$ cat src/rtl/sync_pkg.sv
// rtl/sync_pkg.sv - shared limits and counter-width helper for the synchroniser bank
package sync_pkg;

  localparam int STAGES_MIN = 2;
  localparam int STAGES_MAX = 4;
  localparam int FILT_MAX   = 255;

  // Counter must hold 0..FILT_CYC-1; keep at least one bit so bypass builds stay legal.
  function automatic int cnt_width(input int filt_cyc);
    int w;
    w = $clog2(filt_cyc + 1);
    return (w < 1) ? 1 : w;
  endfunction

endpackage

$ cat src/rtl/sync_chan.sv
// rtl/sync_chan.sv - one channel: synchroniser chain, debounce filter, edge pulses
module sync_chan
  import sync_pkg::*;
#(
  parameter int   STAGES   = 2,
  parameter int   FILT_CYC = 3,
  parameter logic RST_BIT  = 1'b0
) (
  input  logic clk,
  input  logic rstn,
  input  logic async_i,
  output logic sync_o,
  output logic rise_o,
  output logic fall_o
);

  localparam int CW = cnt_width(FILT_CYC);
  // With FILT_CYC of 0 or 1 the counter never leaves 0, so a mismatch is taken at once.
  localparam logic [CW-1:0] CNT_LAST = CW'((FILT_CYC == 0) ? 0 : FILT_CYC - 1);

  logic [STAGES-1:0] r_chain;
  logic              r_sync;
  logic              r_rise;
  logic              r_fall;
  logic [CW-1:0]     r_cnt;

  logic              w_raw;
  logic              w_take;
  logic [CW-1:0]     w_cnt_nxt;

  assign w_raw = r_chain[STAGES-1];

  always_ff @(posedge clk or negedge rstn) begin
    if (!rstn) begin
      r_chain <= {STAGES{RST_BIT}};
    end else begin
      r_chain <= {r_chain[STAGES-2:0], async_i};
    end
  end

  always_comb begin
    w_take    = 1'b0;
    w_cnt_nxt = '0;
    if (w_raw != r_sync) begin
      if (r_cnt == CNT_LAST) begin
        w_take = 1'b1;
      end else begin
        w_cnt_nxt = r_cnt + CW'(1);
      end
    end
  end

  always_ff @(posedge clk or negedge rstn) begin
    if (!rstn) begin
      r_sync <= RST_BIT;
      r_cnt  <= '0;
      r_rise <= 1'b0;
      r_fall <= 1'b0;
    end else begin
      r_cnt  <= w_cnt_nxt;
      r_rise <= w_take & w_raw;
      r_fall <= w_take & ~w_raw;
      if (w_take) begin
        r_sync <= w_raw;
      end
    end
  end

  assign sync_o = r_sync;
  assign rise_o = r_rise;
  assign fall_o = r_fall;

endmodule

$ cat src/rtl/sync_debounce_bank.sv
// rtl/sync_debounce_bank.sv - bank of independent synchronised, debounced level inputs
module sync_debounce_bank
  import sync_pkg::*;
#(
  parameter int            CH       = 4,
  parameter int            STAGES   = 2,
  parameter int            FILT_CYC = 3,
  parameter logic [CH-1:0] RST_VAL  = {CH{1'b0}}
) (
  input  logic          clk,
  input  logic          rstn,
  input  logic [CH-1:0] async_sig_i,
  output logic [CH-1:0] sync_sig_o,
  output logic [CH-1:0] rise_o,
  output logic [CH-1:0] fall_o
);

  if (CH < 1 || CH > 32) begin : g_bad_ch
    $error("sync_debounce_bank: CH=%0d outside 1..32", CH);
  end
  if (STAGES < STAGES_MIN || STAGES > STAGES_MAX) begin : g_bad_stages
    $error("sync_debounce_bank: STAGES=%0d outside %0d..%0d", STAGES, STAGES_MIN, STAGES_MAX);
  end
  if (FILT_CYC < 0 || FILT_CYC > FILT_MAX) begin : g_bad_filt
    $error("sync_debounce_bank: FILT_CYC=%0d outside 0..%0d", FILT_CYC, FILT_MAX);
  end

  for (genvar gi = 0; gi < CH; gi++) begin : g_ch
    sync_chan #(
      .STAGES  (STAGES),
      .FILT_CYC(FILT_CYC),
      .RST_BIT (RST_VAL[gi])
    ) u_chan (
      .clk    (clk),
      .rstn   (rstn),
      .async_i(async_sig_i[gi]),
      .sync_o (sync_sig_o[gi]),
      .rise_o (rise_o[gi]),
      .fall_o (fall_o[gi])
    );
  end

endmodule

$ cat config.mk
export PLATFORM = sky130hd
export DESIGN_NAME = sync_debounce_bank
export DESIGN_NICKNAME = d
export VERILOG_FILES = /design/src/rtl/sync_pkg.sv /design/src/rtl/sync_chan.sv /design/src/rtl/sync_debounce_bank.sv
export SDC_FILE = /design/constraint.sdc
export NUM_CORES = 1
export LEC_CHECK = 0
export ABC_AREA = 1
export BUFFER_PORTS_ARGS = -buffer_cell sky130_fd_sc_hd__clkbuf_2
export CORE_MARGIN = 8
export CORE_UTILIZATION = 53
export DETAILED_ROUTE_END_ITERATION = 10
export PLACE_DENSITY = 0.8
export SLEW_MARGIN = 20
export SYNTH_ARGS = -nofsm -noshare
export SYNTH_HDL_FRONTEND = slang
export SYNTH_SLANG_ARGS = --single-unit
$ cat constraint.sdc
create_clock -name clk -period 1.02 [get_ports clk]
set_clock_uncertainty 0.15 [all_clocks]
set_input_delay 0.204 -clock clk [delete_from_list [all_inputs] [get_ports clk]]
set_output_delay 0.204 -clock clk [all_outputs]
set_load 0.02 [all_outputs]
==> results.md, run 1 <==
- Crit path max-delay cell type: dfrtp_1
- Initial core utilization: 55.7%
- Yosys top cell area share: 64.8%
- Crit path depth: 1
- Max_cap viols: 0
- Starting DRT DRC Count: 17
- Die Wd: 61.2 µm
- TNS Setup: -2.35 ns
- Vias per cell: 4.60
- Status: finished with violations
- CTS H-tree lvls: 1
- DR pass1 iterations: 4
- Synth Instances: 116
- CP Cell Sequence: buf_6
- Power per cell area: 2450 nW/µm²
- Slew @ Worst Pin: 0.166 ns
- Worst r2r dst: g_ch[0].u_chan.r_cnt[1]
- Post-DP HPWL: 1.18 mm
- CORE AREA: 1940 µm²
- Layout cells sized above 1: 28.1%
- Die Y-Extent: 61.2 µm
- Via count: 746
- CP startpoint kind: flip-flop
- Fin crit period: 1.24 ns
- RSZ-0062 raised after global routing: yes
- Top post-synthesis cells by area: dfrtp_1, nand2_1, buf_4, nor2_1, inv_1
- Endpoint class of the critical path: primary output
- Yosys cell types: 7
- Peak VDD IR: 1.49 mV
- Vias in the first global route: 660
- Syn_area_per_cell: 9.32 µm²
- Clock transition at path regs: 0.14 ns
- Final cell count without fillers: 162
- Largest net degree at the start of global routing: 29
- Total Routing Usage GR: 9.22%
- Total grt overflow: 0
- Worst path top cell family by delay: flip-flops
- Max FO, Critical Path: 2
- Worst hold slack: 0.190 ns
- IO Pins: 18
- Violated checks: negative setup slack
- Commonest non-fill, non-tap cell in the layout: nand2_1
- Reg2reg setup slack: -0.02 ns
- Proportion of synthesized area in mux cells: 0%
- Grt peak-use layer: met2
- CP max stage delay: 0.42 ns
- Most frequent cells in the layout: nand2_1, dfrtp_1, nor2_1
- Nets: 142
- Simple-gate share of the synthesized area: 21.3%
- Final worst slack: -0.216 ns
- Root buf cell: clkbuf_4
- HP Class: in -> async
- Post-synthesis compound-gate area fraction: 0%
- # diodes: 0
- Drt drc: 0
- Fin. Hold Viols: 0
- YS warnings: 0
- GR Util met3: 2.71%
- # clock sinks: 28
- Max Freq: 0.809 GHz
- Largest family of logic cells by synthesized area: simple AND/OR/NAND/NOR gates
- Placed Cells: 149
- Met2 usage: 15.2%
- WL/cell: 10.8 µm
- Number of nets with antenna violations after routing: 0
- Setup crit start: g_ch[0].u_chan.sync_o
- Worst-Skew Late Latency: 0.32 ns
- Initial antenna violation count: 0
- Pleak: 0.719 nW
- Critical path class: reg -> out
- Count of input and output buffers: 17
- Syn_nets: 122
- Critical Path RT: 0.67 ns
- Met1 Usage GRT: 9.94%
- Max Slew Vio Count: 0
- Fin crit share: 121%
- Post-synthesis xor/xnor area fraction: 0%
- R2r startpoint: g_ch[0].u_chan.sync_o
- Rows: 16
- CTS buffer count: 3
- Synth Register Bits: 28
- Final setup violation count: 16
- Cell Area, Synth: 1080 µm²
- CP bufs+invs: 1
- CP Data Arrival Time: 0.88 ns
- Worst-case reg-to-reg path depth: 5
- Max_slew headroom: 88.9%
- Die area: 3740 µm²
- Post-synth top area cell: dfrtp_1
- Routability cong.: 0.736
- Area Overhead vs Synth: 24.0%
- Clk buf depth: 2
- Adder-cell area share of the yosys netlist: 0%
- First-pass GRT wire length: 2.55 mm
- Final wirelength: 1.75 mm
- Seq/Total Area, Yosys: 64.8%
- CTS tree: done
-- flip-flops by register name (all words and copies together) (netlist names) --
| signal | count |
|---|---|
| g_ch.u_chan.r_chain | 8 |
| g_ch.u_chan.r_cnt | 8 |
| g_ch.u_chan.fall_o | 4 |
| g_ch.u_chan.rise_o | 4 |
| g_ch.u_chan.sync_o | 4 |
-- routing by layer --
| layer | part of all wire (%) | vias up | wire length [µm] |
|---|---|---|---|
| met5 | 0 | - | 0 |
| met4 | 2.0 | 0 | 35 |
| met3 | 6.3 | 5 | 111 |
| met2 | 51 | 19 | 889 |
| met1 | 41 | 355 | 717 |
| li1 | - | 367 | - |
-- stage by stage --
step	area [µm²]	worst slack, ns	total power [mW]	util, %
after floorplan	1080	0.106	2.30	-
after global placement	1130	0.0903	2.36	58.2
after detailed placement	1130	0.0600	2.44	58.2
after CTS	1250	-0.220	3.08	64.3
after global routing	1340	-0.244	3.49	69.0
final	1340	-0.216	3.29	69.0
-- synthesized netlist by cell type, drive strengths merged --
master and n:
nand2 40, nor2 16, buf 12, dfrtp 28, inv 16, nand3 4
-- final cells by class --
class                           instances  area (µm²)
Tap cell                               27        33.8
Timing Repair Buffer                   27         264
Clock buffer                            4        36.3
Inverter                               16        62.6
Sequential cell                        28         701
Multi-Input combinational cell         60         243
Fill cell                             148         602
-- power by group --
part,internal (mW),switching (mW)
Sequential,1.36,0.166
Clock,0.218,0.302
Combinational,0.544,0.693
Total,2.12,1.16
-- logic make-up after synthesis --
logic type | after synthesis
buffers and inverters | 28
flip-flops | 28
AND/OR/NAND/NOR | 60
-- worst max path at each step --
stage / slack [ns] / endpoint
2_1_floorplan: 0.11 / sync_sig_o[0]
3_3_place_gp: 0.09 / sync_sig_o[0]
3_5_place_dp: 0.06 / sync_sig_o[3]
4_1_cts: -0.22 / sync_sig_o[2]
5_1_grt: -0.24 / sync_sig_o[2]
6_report: -0.22 / sync_sig_o[0]
-- timing repair --
item / in CTS / in global routing
gates resized for setup: 1 / 45
gates cloned: 0 / 0
setup buffers: 4 / 0
hold buffers: 5 / 0
endpoints found under the hold margin: 32 / 0
setup endpoints to repair: 12 / 21
pin swaps: 0 / 2
(Power assumes the default switching activity.)
==> inputs of run 2 (changes only) <==
Settings changed: ABC_AREA 1 to 0, CORE_UTILIZATION 53 to 52, PLACE_DENSITY 0.8 to 0.79.
==> run 2 against run 1 <==
Net effect:
- the flow still finishes with violations (negative setup slack)
- cell count fell by 21%
- sequential power up 3%
- final area is 13% higher
- via count fell by 20%
- synthesized cell count decreased by 41%
- sequential share of layout area shrank 6.2 points
- die area fell by 0.83%
- setup slack better by 0.0021 ns
- register-to-register slack lost 0.16 ns
- critical endpoint is now sync_sig_o[2]
- highest routed layer unchanged
==> results.md, run 2 <==
- CTS H-tree lvls: 1 (unchanged)
- Final total power: 4.15 mW (+26%)
- Cell Area, Placed: 1180 µm² (+4.4%)
- RSZ-0062 raised after global routing: yes
- Most frequent cells in the layout: dfrtp_1, buf_6, buf_4
- IO Pins: 18 (unchanged)
- # clock sinks: 28 (unchanged)
- Power per cell area: 2730 nW/µm² (+11%)
- Met2 wire len: 976 µm (+9.8%)
- Peak VDD IR: 1.63 mV (+9.2%)
- Area Overhead vs Synth: 45.0%
- Worst path top cell family by delay: flip-flops
- R2r startpoint: g_ch[0].u_chan.sync_o
- HP Class: in -> async
- Yosys cell types: 10 (+3)
- WL met3: 71 µm (-36%)
- CP Data Arrival Time: 0.88 ns (about the same)
- Critical path class: reg -> out
- Initial core utilization: 54.0% (-1.7 points)
- Starting DRT DRC Count: 8 (-9)
- Critical Path RT: 0.67 ns (about the same)
- Seq/Total Area, Yosys: 66.8% (+2.0 points)
- Pleak: 0.744 nW (+3.4%)
- Rows: 16 (unchanged)
- Layout cells sized above 1: 57.4% (+29 points)
- Vias in the first global route: 641 (-2.9%)
- Via count: 595 (-20%)
- Clock transition at path regs: 0.14 ns (about the same)
- Placed Cells: 111 (-26%)
- Fin crit share: 121% (-0.21 points)
- Vias per cell: 4.65 (+0.94%)
- Final worst slack: -0.214 ns (+0.00211 ns)
- Synth Register Bits: 28 (unchanged)
- Syn_area_per_cell: 15.4 µm² (+65%)
- Fin util: 78.3% (+9.3 points)
- Total Routing Usage GR: 9.78% (+0.56 points)
- Worst-case reg-to-reg path depth: 3 (-2)
- Biggest regs: g_ch.u_chan.r_chain x8, g_ch.u_chan.r_cnt x8
- Routability cong.: 0.740 (+0.56%)
- Final setup violation count: 29 (+13)
- CTS buffer count: 3 (unchanged)
- Commonest non-fill, non-tap cell in the layout: dfrtp_1
- Most common cell in the netlist: dfrtp_1
- TNS Setup: -3.25 ns (-0.897 ns)
- Top post-synthesis cells by area: dfrtp_1, buf_4, nor3b_1, and3b_1, xnor2_1
- CP bufs+invs: 1 (unchanged)
- # diodes: 0 (unchanged)
- WL/cell: 13.6 µm (+25%)
- Endpoint class of the critical path: primary output
- Slew @ Worst Pin: 0.267 ns (+0.101 ns)
- Initial antenna violation count: 0 (unchanged)
- Root buf cell: clkbuf_4
- Final instance area: 1520 µm² (+13%)
- Max Freq: 0.810 GHz (+0.17%)
- Post-Place Worst Slack: -0.0908 ns (-0.151 ns)
- CP startpoint kind: flip-flop
- Largest net degree at the start of global routing: 29 (unchanged)
- Die Wd: 60.9 µm (-0.42%)
- DR pass1 iterations: 3 (-1)
- Violated checks: negative setup slack
- Count of input and output buffers: 17 (unchanged)
- CORE AREA: 1940 µm² (unchanged)
- Die Y-Extent: 60.9 µm (-0.42%)
- Total grt overflow: 0 (unchanged)
- Worst-Skew Late Latency: 0.31 ns (about the same)
- Ys async rst share: 100% (unchanged)
- Cell Area, Synth: 1050 µm² (-3.0%)
- Worst hold slack: 0.206 ns (+0.0159 ns)
- Max_cap viols: 0 (unchanged)
- Syn_nets: 74 (-39%)
- CP max stage delay: 0.43 ns (about the same)
- Clk buf depth: 2 (unchanged)
- Dominant synthesized flop cell: dfrtp_1
- Final cell count without fillers: 128 (-21%)
- Post-DP HPWL: 1.05 mm (-11%)
- Uppermost layer routed: met4
- Most common library cells after synthesis: dfrtp_1, buf_4, nor3b_1
- Nets: 108 (-24%)
- Die area: 3710 µm² (-0.83%)
- Fin. Hold Viols: 0 (unchanged)
- Max FO, Critical Path: 2 (unchanged)
- Status: finished with violations
- Reg2reg setup slack: -0.18 ns (-0.16 ns)
- CTS tree: done
- Number of enable flip-flop cells after synthesis: 0 (unchanged)
- Post-synth top area cell: dfrtp_1
- First-pass GRT wire length: 2.72 mm (+6.5%)
- YS warnings: 0 (unchanged)
- CP Cell Sequence: buf_6
- Worst r2r dst: g_ch[0].u_chan.r_cnt[0]
- Fin crit period: 1.23 ns (-0.00211 ns)
- Max Slew Vio Count: 0 (unchanged)
- DRT met1 WL: 671 µm (-6.4%)
- Synth Instances: 68 (-41%)
- Final wirelength: 1.74 mm (-0.97%)
- Max_slew headroom: 82.1% (-6.9 points)
- Crit path max-delay cell type: dfrtp_1
- Drt drc: 0 (unchanged)
- Number of nets with antenna violations after routing: 0 (unchanged)
- Yosys top cell area share: 66.8% (+2.0 points)
run 2: cell count changes after synthesis, sizes merged:
cell and change:
mux2 +4, xnor2 +4, nor3 +4, inv -16, nand2b +2, and3b +4, nor2 -16, nor2b +2
nor3b +8, nand2 -40, nand3 -4
run 2: how the worst max path moves through the flow:
stage          cells past startpoint  slack [ns]               endpoint                    start
6_report                           1       -0.21          sync_sig_o[2]    g_ch[2].u_chan.sync_o
5_1_grt                            1       -0.25          sync_sig_o[2]    g_ch[2].u_chan.sync_o
4_1_cts                            1       -0.24          sync_sig_o[2]    g_ch[2].u_chan.sync_o
2_1_floorplan                      2       -0.06  g_ch[2].u_chan.sync_o  g_ch[2].u_chan.r_cnt[0]
3_3_place_gp                       2       -0.05  g_ch[2].u_chan.sync_o  g_ch[2].u_chan.r_cnt[0]
3_5_place_dp                       2       -0.09  g_ch[2].u_chan.sync_o  g_ch[2].u_chan.r_cnt[0]
run 2: cell families (layout without fill, tap and decap cells):
family,Yosys count,count (layout),synth area share (%)
XOR/XNOR,4,4,3.34
buffers and inverters,12,45,8.59
flip-flops,28,28,66.8
multiplexers,4,4,5.01
AND/OR/NAND/NOR,20,20,16.2
run 2: final cells by class:
type                       instances  area [µm²]
clock buffer                       3        22.5
fill                             113         422
timing repair buffer              41         388
multi-input combinational         28         345
clock inverter                     1        30.0
sequential                        28         701
tap                               27        33.8
run 2: power breakdown:
group	internal [mW]	total [mW]	switching, mW	leakage [nW]
sequential	1.37	1.57	0.203	0.356
clock	0.397	0.682	0.286	0.0279
combinational	1.16	1.89	0.726	0.359
total	2.93	4.15	1.21	0.744
run 2: routing by layer:
metal / global-route usage, % / vias up
li1: - / 281
met1: 10.6 / 301
met2: 17.5 / 11
met3: 2.54 / 2
met4: 3.99 / 0
met5: 0 / -
run 2: timing repair:
action                                  4_1_cts  5_1_grt
cloned                                        0        0
endpoints found under the setup margin       23       31
buffers inserted                              8        2
hold endpoints to repair                     32        0
hold buffers                                  5        0
pin swaps                                     4        6
gates resized for setup                      15       39
==> inputs of run 3 (changes only) <==
Settings changed: BUFFER_PORTS_ARGS -buffer_cell sky130_fd_sc_hd__clkbuf_2 to -buffer_cell sky130_fd_sc_hd__buf_2, CTS_CLUSTER_SIZE from default to 8.
==> run 3 against run 2 <==
Net effect:
- the flow still finishes with violations (negative setup slack)
- combinational power increased by 4%
- critical path depth unchanged
- final area increased by 1.9%
- largest power group unchanged
- total power increased by 2.2%
- routed wire length increased by 8.2%
- highest routed layer unchanged
- clock power increased by 3.4%
- die area unchanged
==> results.md, run 3 (synthesis results as in run 2) <==
- CP Data Arrival Time: 0.89 ns (about the same)
- Total Routing Usage GR: 11.8% (+2.0 points)
- Die area: 3710 µm² (unchanged)
- Commonest non-fill, non-tap cell in the layout: dfrtp_1
- CTS H-tree lvls: 1 (unchanged)
- CTS buffer count: 3 (unchanged)
- Count of input and output buffers: 17 (unchanged)
- Clk pwr share: 16.6% (about the same)
- Critical path class: reg -> out
- Worst path top cell family by delay: flip-flops
- Fin util: 79.8% (+1.5 points)
- # clock sinks: 28 (unchanged)
- Critical Path RT: 0.67 ns (about the same)
- Final wirelength: 1.88 mm (+8.2%)
- Initial core utilization: 54.0% (unchanged)
- Max Freq: 0.802 GHz (-1.0%)
- Fillcell total: 110 (-2.7%)
- Die Y-Extent: 60.9 µm (unchanged)
- Multi-input gate area: 369 µm² (+6.9%)
- Placed Cells: 111 (unchanged)
- Peak VDD IR: 1.75 mV (+7.4%)
- # diodes: 0 (unchanged)
- Flop pwr share: 37.2% (-0.8 points)
- Clk buf depth: 2 (unchanged)
- Post-DP HPWL: 988 µm (-6.0%)
- Drt drc: 0 (unchanged)
- Max Slew Vio Count: 0 (unchanged)
- Vias per cell: 4.82 (+3.7%)
- Crit path max-delay cell type: dfrtp_1
- DR pass1 iterations: 2 (-1)
- Combinational fraction of design power: 46.2% (+0.6 points)
- Rows: 16 (unchanged)
- Final worst slack: -0.227 ns (-0.0128 ns)
- Final setup violation count: 29 (unchanged)
- Switching part of the total: 29.9% (+0.64 points)
- CP bufs+invs: 1 (unchanged)
- Largest net degree at the start of global routing: 29 (unchanged)
- RSZ-0062 raised after global routing: yes
- Initial antenna violation count: 0 (unchanged)
- Status: finished with violations
- Via count: 617 (+3.7%)
- Cell Area, Placed: 1180 µm² (unchanged)
- IO Pins: 18 (unchanged)
- Most frequent cells in the layout: dfrtp_1, buf_6, buf_4
- CTS tree: done
- Switching Power: 1.27 mW (+4.4%)
- Reg area: 702 µm² (+0.18%)
- Endpoint class of the critical path: primary output
- Fin crit share: 122% (+1.3 points)
- Violated checks: negative setup slack
- WL/cell: 14.7 µm (+8.2%)
- Final total power: 4.24 mW (+2.2%)
- Final cell count without fillers: 128 (unchanged)
- Routability cong.: 0.721 (-2.6%)
- Biggest regs: g_ch.u_chan.r_chain x8, g_ch.u_chan.r_cnt x8
- Total grt overflow: 0 (unchanged)
- Area Overhead vs Synth: 47.7%
- Nets: 108 (unchanged)
- Pleak: 0.752 nW (+1.1%)
- Slew @ Worst Pin: 0.264 ns (-0.00246 ns)
- Layout cells sized above 1: 60.4% (+3.0 points)
- HP Class: in -> async
- Power per cell area: 2740 nW/µm² (+0.30%)
- Root buf cell: clkbuf_4
- Vias in the first global route: 716 (+12%)
- Max FO, Critical Path: 2 (unchanged)
- CORE AREA: 1940 µm² (unchanged)
- Clock transition at path regs: 0.15 ns (about the same)
- CP max stage delay: 0.43 ns (about the same)
- TNS Setup: -3.31 ns (-0.0575 ns)
- Final instance area: 1550 µm² (+1.9%)
- Fin. Hold Viols: 0 (unchanged)
- Starting DRT DRC Count: 12 (+4)
- Int Pwr: 2.97 mW (+1.3%)
- Max_cap viols: 0 (unchanged)
- Die Wd: 60.9 µm (unchanged)
- CP startpoint kind: flip-flop
- First-pass GRT wire length: 3.17 mm (+17%)
- Number of nets with antenna violations after routing: 0 (unchanged)
- CP Cell Sequence: buf_6
- Max_slew headroom: 82.4% (+0.30 points)
- Worst-Skew Late Latency: 0.32 ns (about the same)
- Fin crit period: 1.25 ns (+0.0128 ns)
-- run 3: per-layer routing --
layer	vias to the layer above	global-route usage [%]	share of wire, %
met5	-	0	0
met4	0	6.31	2.9
met3	6	2.97	4.8
met2	17	21.4	54
met1	315	12.0	38
li1	279	-	-
-- run 3: through the flow --
step	setup slack, ns	hold slack [ns]
final	-0.227	0.183
after global routing	-0.264	0.205
after CTS	-0.237	0.179
after detailed placement	-0.0716	0.00731
after global placement	-0.0516	0.00563
after floorplan	-0.0613	-0.242
-- run 3: repair_timing --
item / in CTS / in global routing
resized for setup: 44 / 4
buffers inserted: 6 / 3
hold endpoints to repair: 32 / 0
hold buffers: 5 / 0
setup endpoints to repair: 26 / 31
pin swaps: 4 / 4
-- run 3: layout make-up --
cell class,count,area share (%)
Tap cell,27,2.18
Sequential cell,28,45.3
Clock buffer,3,1.45
Multi-Input combinational cell,28,23.8
Timing Repair Buffer,41,25.3
Clock inverter,1,1.94
-- run 3: power by group through the flow --
stage                     registers (mW)  logic (mW)  clock network, mW
after detailed placement            1.62        1.12                  0
final                               1.58        1.96              0.705
after CTS                           1.58        1.84              0.715
after global placement              1.60        1.08                  0
after floorplan                     1.60       0.822                  0
after global routing                1.61        2.06              0.752
-- run 3: final timing paths --
path	to	cells past startpoint	slack (ns)	from
hold reg to reg	g_ch[2].u_chan.r_chain[1]	0	0.22	g_ch[2].u_chan.r_chain[0]
hold / removal	g_ch[2].u_chan.r_cnt[0]	3	0.18	rstn
setup / recovery	sync_sig_o[3]	1	-0.23	g_ch[3].u_chan.sync_o
min in group clk	g_ch[2].u_chan.r_chain[1]	0	0.22	g_ch[2].u_chan.r_chain[0]
setup reg to reg	g_ch[1].u_chan.sync_o	2	-0.11	g_ch[1].u_chan.r_cnt[0]
max in group asynchronous	g_ch[0].u_chan.r_chain[1]	3	0.38	rstn
